===== src/rtl/fetch_unit_pkg.sv =====
// Shared types and constants for the instruction-fetch stage.
// Imported by fetch_unit and its fetch buffer.
package fetch_unit_pkg;

  typedef enum logic [1:0] {
    FETCH = 2'd0,
    HOLD  = 2'd1,
    DROP  = 2'd2
  } state_t;

  typedef struct packed {
    logic [31:0] instr;
    logic [31:0] pc4;
  } entry_t;

  localparam logic [31:0] NOP_WORD = 32'h0000_0000;
  localparam logic [31:0] PC_INC   = 32'd4;

endpackage


===== src/rtl/fetch_buf.sv =====
// Two-entry in-order fetch buffer: head is presented, skid absorbs
// the one fetch that can land while the head is held.
module fetch_buf
  import fetch_unit_pkg::*;
#(
  parameter logic [31:0] NOP_INSTR = NOP_WORD
) (
  input  logic        clk_i,
  input  logic        rst_i,
  input  logic        push,
  input  logic        pop,
  input  logic        clear,
  input  logic [31:0] push_instr,
  input  logic [31:0] push_pc4,
  output logic [31:0] head_instr,
  output logic [31:0] head_pc4,
  output logic        head_valid,
  output logic        skid_valid
);

  localparam entry_t EMPTY = {NOP_INSTR, 32'h0};

  entry_t head_r;
  entry_t skid_r;
  entry_t din;
  logic   head_v;
  logic   skid_v;

  assign din = {push_instr, push_pc4};

  always_ff @(posedge clk_i or negedge rst_i) begin
    if (!rst_i) begin
      head_r <= EMPTY;
      skid_r <= EMPTY;
      head_v <= 1'b0;
      skid_v <= 1'b0;
    end else if (clear) begin
      head_r <= EMPTY;
      skid_r <= EMPTY;
      head_v <= 1'b0;
      skid_v <= 1'b0;
    end else if (pop && skid_v) begin
      head_r <= skid_r;
      skid_r <= push ? din : EMPTY;
      skid_v <= push;
    end else if (pop) begin
      head_r <= push ? din : EMPTY;
      head_v <= push;
    end else if (push && !head_v) begin
      head_r <= din;
      head_v <= 1'b1;
    end else if (push) begin
      skid_r <= din;
      skid_v <= 1'b1;
    end
  end

  assign head_instr = head_r.instr;
  assign head_pc4   = head_r.pc4;
  assign head_valid = head_v;
  assign skid_valid = skid_v;

endmodule


===== src/rtl/fetch_unit.sv =====
// Instruction-fetch stage: owns the PC, drives the req/ack imem port
// and feeds IF/ID from a two-entry buffer.
module fetch_unit
  import fetch_unit_pkg::*;
#(
  parameter logic [31:0] RESET_PC  = 32'h0000_0000,
  parameter logic [31:0] NOP_INSTR = NOP_WORD
) (
  input  logic        clk_i,
  input  logic        rst_i,
  input  logic        Stall_i,
  input  logic        Branch_i,
  input  logic [31:0] BranchTarget_i,
  output logic        imem_req_o,
  output logic [31:0] imem_addr_o,
  input  logic        imem_ack_i,
  input  logic [31:0] imem_data_i,
  output logic [31:0] PC_o,
  output logic [31:0] instruction_o,
  output logic        Valid_o,
  output logic        Flush_o
);

  state_t      state;
  state_t      state_nx;
  logic [31:0] pc_r;
  logic [31:0] pc_nx;
  logic [31:0] tgt_r;
  logic [31:0] tgt_nx;
  logic [31:0] target;
  logic        push;
  logic        pop;
  logic        clear;
  logic        head_v;
  logic        skid_v;
  logic [1:0]  cnt_nx;

  assign target  = {BranchTarget_i[31:2], 2'b00};
  assign pop     = head_v & ~Stall_i & ~Branch_i;
  assign clear   = Branch_i;
  assign Flush_o = Branch_i;
  assign Valid_o = head_v;

  // Occupancy after this edge when an ack is accepted.
  assign cnt_nx = {1'b0, head_v} + {1'b0, skid_v}
                + 2'd1 - {1'b0, pop};

  always_ff @(posedge clk_i or negedge rst_i) begin
    if (!rst_i) begin
      state <= FETCH;
      pc_r  <= RESET_PC;
      tgt_r <= RESET_PC;
    end else begin
      state <= state_nx;
      pc_r  <= pc_nx;
      tgt_r <= tgt_nx;
    end
  end

  always_comb begin
    state_nx = state;
    pc_nx    = pc_r;
    tgt_nx   = tgt_r;
    push     = 1'b0;
    unique case (state)
      FETCH: begin
        unique case (1'b1)
          Branch_i && imem_ack_i: begin
            pc_nx = target;
          end
          Branch_i && !imem_ack_i: begin
            tgt_nx   = target;
            state_nx = DROP;
          end
          !Branch_i && imem_ack_i: begin
            push  = 1'b1;
            pc_nx = pc_r + PC_INC;
            if (cnt_nx == 2'd2) state_nx = HOLD;
          end
          default: ;
        endcase
      end
      HOLD: begin
        if (Branch_i) begin
          pc_nx    = target;
          state_nx = FETCH;
        end else if (pop) begin
          state_nx = FETCH;
        end
      end
      DROP: begin
        if (imem_ack_i) begin
          pc_nx    = Branch_i ? target : tgt_r;
          state_nx = FETCH;
        end else if (Branch_i) begin
          tgt_nx = target;
        end
      end
      default: state_nx = FETCH;
    endcase
  end

  always_comb begin
    imem_req_o  = rst_i && (state != HOLD);
    imem_addr_o = pc_r;
  end

  fetch_buf #(
    .NOP_INSTR(NOP_INSTR)
  ) u_buf (
    .clk_i      (clk_i),
    .rst_i      (rst_i),
    .push       (push),
    .pop        (pop),
    .clear      (clear),
    .push_instr (imem_data_i),
    .push_pc4   (pc_r + PC_INC),
    .head_instr (instruction_o),
    .head_pc4   (PC_o),
    .head_valid (head_v),
    .skid_valid (skid_v)
  );

endmodule


===== config.mk =====
export PLATFORM = sky130hd
export DESIGN_NAME = fetch_unit
export DESIGN_NICKNAME = d
export VERILOG_FILES = /design/src/rtl/fetch_unit_pkg.sv /design/src/rtl/fetch_buf.sv /design/src/rtl/fetch_unit.sv
export SDC_FILE = /design/constraint.sdc
export NUM_CORES = 1
export LEC_CHECK = 0
export CAP_MARGIN = 5
export CORE_ASPECT_RATIO = 1.25
export CORE_UTILIZATION = 58
export CTS_CLUSTER_DIAMETER = 60
export DETAILED_ROUTE_END_ITERATION = 8
export DONT_BUFFER_PORTS = 1
export PLACE_DENSITY = 0.82
export SLEW_MARGIN = 10
export SYNTH_ARGS = -nofsm -noshare
export SYNTH_HDL_FRONTEND = slang
export SYNTH_SLANG_ARGS = --single-unit

===== constraint.sdc =====
create_clock -name clk_i -period 2.15 [get_ports clk_i]
set_clock_uncertainty 0.05 [all_clocks]
set_input_delay 0.43 -clock clk_i [delete_from_list [all_inputs] [get_ports clk_i]]
set_output_delay 0.43 -clock clk_i [all_outputs]
set_load 0.1 [all_outputs]

Word level (Yosys, flattened, before mapping)
Cells that the tools add are included.
{ "classes": {"n_addsub": 4, "eq_ne": 15, "n_mux": 35, "bitwise_logic": 4, "n_reduce_logical": 20} }
{ "op_table": {"columns": ["operator", "count"], "rows": [
  ["64-bit two-way mux", 10],
  ["32-bit two-way mux", 5],
  ["32-bit one-hot mux with 2 select lines", 2],
  ["32-bit one-hot mux with 3 select lines", 1],
  ["32-bit by 3-bit adder with 32-bit output (second input constant)", 1],
  ["3-bit inequality test (second input constant)", 4],
  ["1-bit two-way mux", 11],
  ["2-bit inequality test (second input constant)", 5],
  ["3-bit nonzero test", 3],
  ["2-bit two-way mux", 4],
  ["4-bit AND reduction", 2],
  ["1-bit logical AND", 6],
  ["3-bit by 2-bit inequality test with 1-bit output (second input constant)", 2],
  ["2-bit one-hot mux with 3 select lines", 1],
  ["3-bit AND reduction", 2],
  ["2-bit equality test (second input constant)", 2],
  ["2-bit one-hot mux with 2 select lines", 1],
  ["4-bit nonzero test", 1],
  ["1-bit logical NOT", 3],
  ["1-bit by 1-bit adder with 2-bit output", 1],
  ["2-bit by 1-bit adder with 2-bit output (second input constant)", 1],
  ["1-bit AND", 2],
  ["2-bit by 1-bit equality test with 1-bit output (second input constant)", 1],
  ["2-bit logical NOT", 1],
  ["5 further kinds", 6]
]} }
{ "totals": {"register_bits": 196, "in_bits": 69, "output_inout_bits": 99, "wordCells": 87} }

Depth between registers and ports, before layout
{ "depth": {"ltp_word": 9, "depth_mapped": 10} }

Modules after synthesis
From an unflattened synthesis, not the netlist that was laid out.
{ "hier_totals": {"cells_unflattened": 1026, "hier_area_um2": 10771.6} }
{ "by_module_without_submodules": {"columns": ["mod", "instances", "cells_each", "area_per_inst_um2"], "rows": [
  ["fetch_buf", 1, 527, 6104.6],
  ["fetch_unit", 1, 499, 4667.0]
]} }

Worst setup path after synthesis
Ideal clock, no wire load.
{ "synth_timing": {"kind": "register to register", "startpoint": "register u_buf.head_v, in the netlist u_buf.head_valid", "endpoint": "register state[0]", "setup_time_ns": 0.137, "arrival_ns": 2.764, "required_time_ns": 1.963, "path_slack_ns": -0.801, "stages_incl_launch_ff": 10, "cell_sequence": "dfrtp_1 nand2b_1 nor2_1 inv_1 fa_1 or3b_2 a21boi_0 o21ai_0 nand2_1 o21ai_0"} }
{ "synth_between": {"elab_chain_cells": 6, "word_cells_on_any_way": 9, "classes_between": "add/sub (3); eq/ne (3); bitwise (2); reduce/logical (1)"} }
{ "synth_lines": {"columns": ["element", "line", "rtl"], "rows": [
  ["start: declaration", "fetch_buf.sv:26", "logic head_v;"],
  ["start signal: assignment", "fetch_buf.sv:48", "head_v <= push;"],
  ["1-bit by 1-bit adder with 2-bit output / 1-bit AND (equally long branches)", "fetch_unit.sv:45, fetch_unit.sv:39", null],
  ["2-bit by 1-bit adder with 2-bit output / 1-bit AND (equally long branches)", "fetch_unit.sv:46, fetch_unit.sv:39", null],
  ["2-bit by 1-bit subtractor with 2-bit output", "fetch_unit.sv:46", "+ 2'd1 - {1'b0, pop};"],
  ["2-bit equality test", "fetch_unit.sv:78", "if (cnt_nx == 2'd2) state_nx = HOLD;"],
  ["3-bit inequality test (no line)", null, null],
  ["4-bit AND reduction (no line) *", null, null],
  ["end signal: assignment", "fetch_unit.sv:54", "state <= state_nx;"],
  ["end: declaration", "fetch_unit.sv:24", "state_t state;"]
]} }
Mark *: on every way between the ends. The rest lies on a longest branch, timed or not.
A chain may end at the register's enable or synchronous reset.

Worst setup path in the final report
{ "layout_timing": {"startpoint": "register state[1]", "endpoint": "output imem_req_o"} }
{ "layout_between": {"elab_chain_cells": 2} }
{ "layout_lines": {"columns": ["element", "line", "rtl"], "rows": [
  ["2-bit by 1-bit inequality test with 1-bit output", "fetch_unit.sv:104", "imem_req_o = rst_i && (state != HOLD);"],
  ["1-bit logical AND", "fetch_unit.sv:104", null],
  ["end: declaration", "fetch_unit.sv:14", "output logic imem_req_o,"]
]} }
No other way between the ends.

==> summary.md <==
| Metric | Value |
|---|---|
| Xor and xnor area share after synthesis | `0.0251` |
| Final WL | `26700 um` |
| Top post-synthesis cells by count | `196 x dfrtp_1, 117 x nand2_1, 111 x o21ai_0` |
| Clk slew on worst S/H paths | `0.07 ns` |
| Most frequent cell after synthesis | `dfrtp_1` |
| DIE AREA | `17400 um2` |
| DRT Pass-1 Iters | `5` |
| Final HPWL DP | `17500 um` |
| Startpoint types | `flip-flop` |
| Share of the synthesized area in the top cell type | `0.502` |
| Fraction of layout cells with a size suffix above 1 | `0.292` |
| EDFF count, synth | `0` |
| Vias in the first global route | `8071` |
| Net Count, Synth | `1040` |
| Seq. cell area | `4980 um2` |
| Site Rows | `52` |
| Starting density of the core | `0.598` |
| Synth Area per Inst | `10.1 um2` |
| Final worst-path cycle share | `0.977` |
| CTS tree | `yes` |
| Root Driver | `clkbuf_16` |
| Minimum clock period after layout | `2.10 ns` |
| GPL Wtd Cong | `0.903` |
| First-pass GRT wire length | `42200 um` |
| Main area contributors after synthesis | `dfrtp_1 50%, mux2_2 6.7%, o21ai_0 5.7%` |
| PortBufs | `0` |
| Setup TNS | `0 ns` |
| Wirelength per Cell | `20.9 um` |
| IO Count | `168` |
| Fmax | `0.476 GHz` |
| Total grt overflow | `0` |
| Failing checks | `hold timing` |
| FILL cells | `1142` |
| Required @ worst endpoint | `1.67 ns` |
| Simple-Gate Fraction of Synth Area | `0.126` |
| Post-Syn Area | `9770 um2` |
| Via density | `6.47` |
| Vias | `8284` |
| Max_cap viols | `0` |
| Post-Synth Adder-Cell Area | `0.00973` |
| Leak | `0.00513 uW` |
| CTS H-Tree Depth | `4` |
| GR Util All Layers | `0.307` |
| WHS | `-0.358 ns` |
| Outcome | `finished with violations` |
| Number of diodes | `0` |
| # setup viols final | `0` |
| TritonCTS buffer count | `17` |
| Max VDD drop | `1.09 mV` |
| Fin worst setup slack | `0.0484 ns` |
| # clock sinks | `196` |
| Worst slew margin | `0.606` |
| Main combinational cell family by area after synthesis | `compound AO/OA/AOI/OAI gates` |
| YS warnings | `0` |
| Syn Inst Count | `964` |
| Measured slew at the worst slew-check pin | `0.591 ns` |
| P per Cell Area | `1680 nW/um2` |
| Die Y | `147 um` |
| Critical path type | `reg -> out` |
| Critical Path AT | `1.62 ns` |
| P&R area growth vs syn | `21.0%` |
| Die X | `118 um` |
| CTS hold repair buffers | `1` |
| CP Max Fanout | `16` |
| Synth cell types | `65` |
| Compound-Gate Fraction of Synth Area | `0.228` |
| NumNets Final | `1127` |
| Worst min path class | `in -> async` |
| Ys async rst share | `1.00` |
| FF+latch count, synth | `196` |
| Cell taking the most area after synthesis | `dfrtp_1` |
| Setup Slack @ Placement | `-0.0361 ns` |
| Clk_lat worst skew | `0.44 ns` |
| Layout Utilization | `0.724` |
| Post-synthesis sequential area ratio | `0.502` |
| Worst-case clock buffer depth | `2` |
| First DRT Iteration DRCs | `709` |
| Fin. max-slew vios | `0` |
| DR DRC count | `0` |
| Initial antenna violation count | `0` |
| Post-route antenna net violation count | `0` |
| RSZ-0062 raised after global routing | `true` |
| Top FF cell, synth | `dfrtp_1` |
| Area of the multi-input gates | `4710 um2` |
| Final Hold Viols | `196` |
| Nature of the critical path endpoint | `output pin` |
| Largest net degree at the start of global routing | `198` |
| Mux cell area share after synthesis | `0.0709` |
| Placeable Area | `16300 um2` |
## per-stage QoR
stage	total power, uW	instance area, um2	cells	hold WS, ns
floorplan	13800	10000	964	0.0844
global placement	16100	11100	1242	0.0940
detailed placement	16400	11100	1242	0.0930
CTS	19600	11700	1275	-0.381
global route	20700	11800	1280	-0.377
finish	19900	11800	1280	-0.358
## cell usage in the layout, fill, tap and decap left out, types with 9 or more instances in the layout
cell type / Yosys / routed
dfrtp_2: 0 / 12
nand4_1: 10 / 10
dfrtp_4: 0 / 15
dfrtp_1: 196 / 169
nand2_1: 117 / 117
mux2_2: 58 / 58
nor2_1: 37 / 33
inv_1: 12 / 9
clkbuf_16: 0 / 18
nand3_1: 20 / 19
a22oi_1: 71 / 71
a2bb2oi_1: 11 / 11
buf_12: 0 / 10
o21ai_1: 10 / 26
nor3_1: 13 / 13
o21ai_0: 111 / 94
buf_4: 2 / 133
xnor2_1: 22 / 21
a21oi_1: 22 / 21
a22o_1: 47 / 47
## layer usage
| metal | part of all wire | global-route usage | vias up |
|---|---|---|---|
| met5 | 0 | 0 | - |
| met4 | 0.032 | 0.138 | 0 |
| met3 | 0.080 | 0.0703 | 61 |
| met2 | 0.50 | 0.498 | 372 |
| met1 | 0.39 | 0.393 | 4108 |
| li1 | - | - | 3743 |
## kinds of logic (layout without fill, tap and decap cells)
family | after synthesis | after routing
fa+ha+maj | 7 | 7
mux | 62 | 62
simple gates | 250 | 252
xor+xnor | 28 | 28
compound gates | 329 | 329
buf+inv | 92 | 190
flops | 196 | 196
## layout make-up
class	count	share of cell area
Multi-Input combinational cell	678	0.398
Sequential cell	196	0.421
Clock inverter	15	0.0137
Clock buffer	17	0.0360
Timing Repair Buffer	146	0.105
Tap cell	216	0.0228
Inverter	12	0.00381
## power by group
part           switching [uW]  leakage [uW]  total (uW)  internal [uW]
combinational            7740       0.00237       10800           3070
sequential                900       0.00248        5840           4940
clock                    1540      0.000288        3190           1650
total                   10200       0.00513       19900           9670
## worst max-delay path, stage by stage (launching register included)
cell and delay [ns]:
dfrtp_1 0.42, inv_2 0.09, ha_4 0.20, buf_12 0.16, nor2b_4 0.13, buf_12 0.18
## repair_timing
| action | in CTS | in global routing |
|---|---|---|
| endpoints found under the hold margin | 197 | 196 |
| setup buffers | 0 | 2 |
| cloned | 0 | 3 |
| setup endpoints to repair | 40 | 137 |
| pin swaps | 1 | 7 |
| gates resized for setup | 6 | 20 |
## sequential cells by signal (all words and copies together) (netlist names)
signal	cells
tgt_r	32
u_buf.skid_valid	1
u_buf.head_valid	1
imem_addr_o	32
u_buf.head_pc4	32
u_buf.head_instr	32
state	2
u_buf.skid_r	64
## path summary, 6_finish.rpt
kind	start	endpoint	slack, ns	cells past startpoint
setup / recovery	state[1]	imem_req_o	0.05	5
hold / removal	rst_i	u_buf.head_pc4[27]	-0.36	0
setup reg to reg	state[0]	imem_addr_o[8]	0.05	8
hold reg to reg	u_buf.skid_r[17]	u_buf.skid_r[17]	0.43	2
max in group asynchronous	rst_i	imem_addr_o[21]	1.95	0
min in group clk_i	imem_data_i[21]	u_buf.skid_r[53]	0.07	1
Power figures use the tool's default switching activity.
==> RTL change 1 (config.mk and constraints unchanged) <==
Make the reset (`rst_i`) synchronous in 2 clocked blocks.
--- a/src/rtl/fetch_buf.sv
+++ b/src/rtl/fetch_buf.sv
@@ -29,5 +29,5 @@
   assign din = {push_instr, push_pc4};
 
-  always_ff @(posedge clk_i or negedge rst_i) begin
+  always_ff @(posedge clk_i) begin
     if (!rst_i) begin
       head_r <= EMPTY;
--- a/src/rtl/fetch_unit.sv
+++ b/src/rtl/fetch_unit.sv
@@ -46,5 +46,5 @@
                 + 2'd1 - {1'b0, pop};
 
-  always_ff @(posedge clk_i or negedge rst_i) begin
+  always_ff @(posedge clk_i) begin
     if (!rst_i) begin
       state <= FETCH;
Check against the original RTL: differs if rst_i is asserted again (counterexample within 4 cycles, from zero or initial values and one cycle with rst_i low); with rst_i held inactive, the same outputs for 4 cycles.
==> RTL change 1 against the original RTL <==
- final area rose by 1.5%
- area after synthesis fell by 2.2%
- wire length rose by 8.7%
- sequential cell count did not move
- setup slack got worse by 0.021 ns
- critical path type is now flop to flop
- critical endpoint is now imem_addr_o[27]
- largest cell class is now multi-input combinational cells
Power is not compared: it rests on default switching activity, and its combinational part moved more than twofold at a synthesized area within 25%.
==> RTL change 1: results (changes against the original RTL) <==
Run status
  – Status: finished clean

Placement
  – Dpl cells: 1385 (+12%)
  – GPL Wtd Cong: 0.919 (+1.8%)
  – Place WS: -0.145 ns (-0.109 ns)

Final layout
  – Multi-input gate count: 784 (+16%)
  – Multi-input combinational area share: 45.8% (+6.0 points)
  – Footprint of the multi-input gates: 0.00550 sq mm (+17%)
  – ClkCell Share: 4.52% (-0.45 points)
  – CLK BUF: 19 (+2)
  – Non-clock buffer share: 13.3% (+2.8 points)
  – NumNets Final: 1279 (+13%)
  – Layout cell share with drive strength beyond 1: 27.9% (-1.3 points)
  – Number of fill cells: 1202 (+5.3%)

Setup path
  – Worst endpoint data arrival time: 2.40 ns (+0.78 ns)
  – Slowest-stage cell, CP: or4_4
  – CP top delay family: simple AND/OR/NAND/NOR gates
  – Maximum fanout along the worst path: 7 (-9)

Logic synthesis
  – Post-synthesis xor/xnor area fraction: 2.11% (-0.40 points)
  – Ys async rst share: 0% (-100 points)
  – Yosys cell types: 73 (+12%)
  – Synth Net Count: 1180 (+13%)
  – Synth Instances: 1101 (+14%)
  – Mux share of post-synthesis cell area: 6.67% (-0.42 points)
  – Post-synthesis compound-gate area fraction: 24.6% (+1.8 points)

Min path
  – Hold crit path type: primary input to flop

STA
  – Max-slew headroom: 63.8% (+3.2 points)

Floorplanning
  – Core area: 0.0161 sq mm (-1.2%)

GRT
  – Total Routing Usage GR: 32.9% (+2.2 points)
  – Vias in the first global route: 8714 (+8.0%)
  – First-pass GRT wire length: 44.1 mm (+4.4%)

Drt
  – Total number of vias: 9319 (+12%)
  – Pre-Repair DR Iteration Count: 6 (+1)
  – Routed vias/inst: 6.53 (+0.83%)
  – Routed wl met2: 13.8 mm (+4.0%)
-- RTL change 1: changes by cell type after synthesis, moves of 36 or more --
cell	unedited run	this run
o21ai_0	111	59
dfxtp_1	0	196
dfrtp_1	196	0
nand2_1	117	33
nor2_1	37	170
nor3_1	13	61
a21oi_1	22	64
mux2_2	58	22
a221oi_1	7	59
-- RTL change 1: path summary, 6_finish.rpt --
kind	slack, ns	to	cells after the start	start
worst max register to register	0.03	imem_addr_o[27]	8	state[1]
worst min-delay path	0.06	imem_addr_o[11]	1	rst_i
worst max-delay path	0.03	imem_addr_o[27]	8	state[1]
worst min register to register	0.41	u_buf.skid_r[27]	1	u_buf.skid_r[27]
-- RTL change 1: repair_timing --
action	4_1_cts	5_1_grt
cloned	0	3
endpoints found under the setup margin	15	91
buffers inserted	0	9
pin swaps	1	12
gates resized for setup	8	36
==> RTL change 2 (config.mk and constraints unchanged) <==
Made on the original files. Re-encode `state_t` (3 states) as one-hot, 3 bits wide.
--- a/src/rtl/fetch_unit_pkg.sv
+++ b/src/rtl/fetch_unit_pkg.sv
@@ -3,8 +3,8 @@
 package fetch_unit_pkg;
 
-  typedef enum logic [1:0] {
-    FETCH = 2'd0,
-    HOLD  = 2'd1,
-    DROP  = 2'd2
+  typedef enum logic [2:0] {
+    FETCH = 3'b001,
+    HOLD  = 3'b010,
+    DROP  = 3'b100
   } state_t;
 
Function: same outputs for any inputs over 4 cycles, from zero or initial values and one cycle with rst_i low; so few cycles prove little.
==> RTL change 2 against the original RTL <==
- the flow finishes with violations (hold timing, setup timing)
- wire length is 4.4% lower
- first-iteration DRC count is 1.1% higher
- final area decreased by 3.8%
- area after synthesis fell by 3.5%
- sequential cell count up 1
- die area down 3.5%
- setup slack got worse by 0.081 ns
Power is not compared: it rests on default switching activity, and its combinational part moved more than twofold at a synthesized area within 25%.
==> RTL change 2: results (changes against the original RTL) <==
GRT
  – Vias in the first global route: 7618 (-5.6%)
  – First-pass GRT wire length: 39.7 mm (-6.1%)
  – Pin count of the biggest net entering global routing: 199 (+0.51%)
  – GRT met1 Usage: 37.7% (-1.6 points)
  – Total Routing Usage GR: 31.2% (+0.57 points)
  – M3 GR Usage: 8.42% (+1.4 points)

Setup path
  – Crit path largest cell delay: 0.57 ns (+0.15 ns)
  – Slowest-stage cell, CP: dfstp_2
  – Maximum fanout along the worst path: 8 (-8)
  – Reg2reg end: u_buf.head_instr[13]
  – Worst endpoint data arrival time: 1.70 ns (+0.08 ns)
  – R2R depth: 6 (-2)
  – CP startpoint: state[0]
  – CP top delay family: flip-flops

STA
  – Final Hold Fails: 197 (+0.51%)
  – Final setup fails: 1 (+1)
  – Hold_ws: -0.363 ns (-0.00492 ns)
  – Slew @ Worst Pin: 0.946 ns (+0.355 ns)
  – PnR worst setup slack: -0.0328 ns (-0.0812 ns)

Placement
  – GPL Wtd Cong: 0.949 (+5.1%)
  – Dpl cells: 1195 (-3.8%)
  – Dpl hpwl: 17.4 mm (-1.0%)

Logic synthesis
  – Mux share of post-synthesis cell area: 4.38% (-2.7 points)
  – Top cells by area, synth: dfrtp_1 (52%), o21ai_0 (5.5%), a22oi_1 (5.2%)
  – Seq/Total Area, Yosys: 52.3% (+2.1 points)
  – Most frequent cells after synthesis: dfrtp_1 (196), o21ai_0 (104), nand2_1 (90)
  – Synth Net Count: 976 (-6.2%)
  – Yosys cell types: 74 (+14%)
  – Post-synthesis xor/xnor area fraction: 2.69% (+0.18 points)
  – Post-synthesis compound-gate area fraction: 23.7% (+0.91 points)
  – Synth Area in Adders: 0.478% (-0.50 points)

Run status
  – Failing checks: hold timing, setup timing
  – Status: complete, but fails checks

Drt
  – Routed wl met2: 12.6 mm (-5.2%)
  – Routed vias/inst: 6.32 (-2.4%)
  – Met3 wire len: 2.01 mm (-6.2%)
  – WL met1: 10.0 mm (-4.4%)
  – Starting DRT DRC Count: 717 (+1.1%)

Clock network
  – Postcts setup bufs: 3 (+3)
  – Max Buffers Root-to-Sink: 2 (unchanged)

Final layout
  – NumNets Final: 1079 (-4.3%)
  – Layout cell share with drive strength beyond 1: 27.4% (-1.9 points)
[RTL change 2: cell types whose count changed in the layout (fill, tap and decap cells not counted), moves of 6 or more]
cell	change
a2bb2oi_1	-7
and2_1	+6
xor2_1	+6
nor3_1	-6
a221oi_1	+8
a22oi_1	-6
nor2_1	+11
nand2_1	-27
o21ai_1	-10
mux2_1	+8
mux2_2	-32
nor2b_1	+8
buf_4	+19
[RTL change 2: metrics by stage]
stage / utilization [%] / area, sq um
after floorplan: - / 9540
final: 72.2 / 11400
after detailed placement: 68.0 / 10700
after global placement: 68.0 / 10700
after global routing: 72.2 / 11400
after CTS: 71.8 / 11300
[RTL change 2: area by class of cell]
cell class                 count  area (sq um)
timing repair buffer         163          1340
fill                        1127          4380
tap                          212           265
clock inverter                14           136
sequential                   197          5000
multi-input combinational    618          4160
inverter                      10          37.5
clock buffer                  18           429
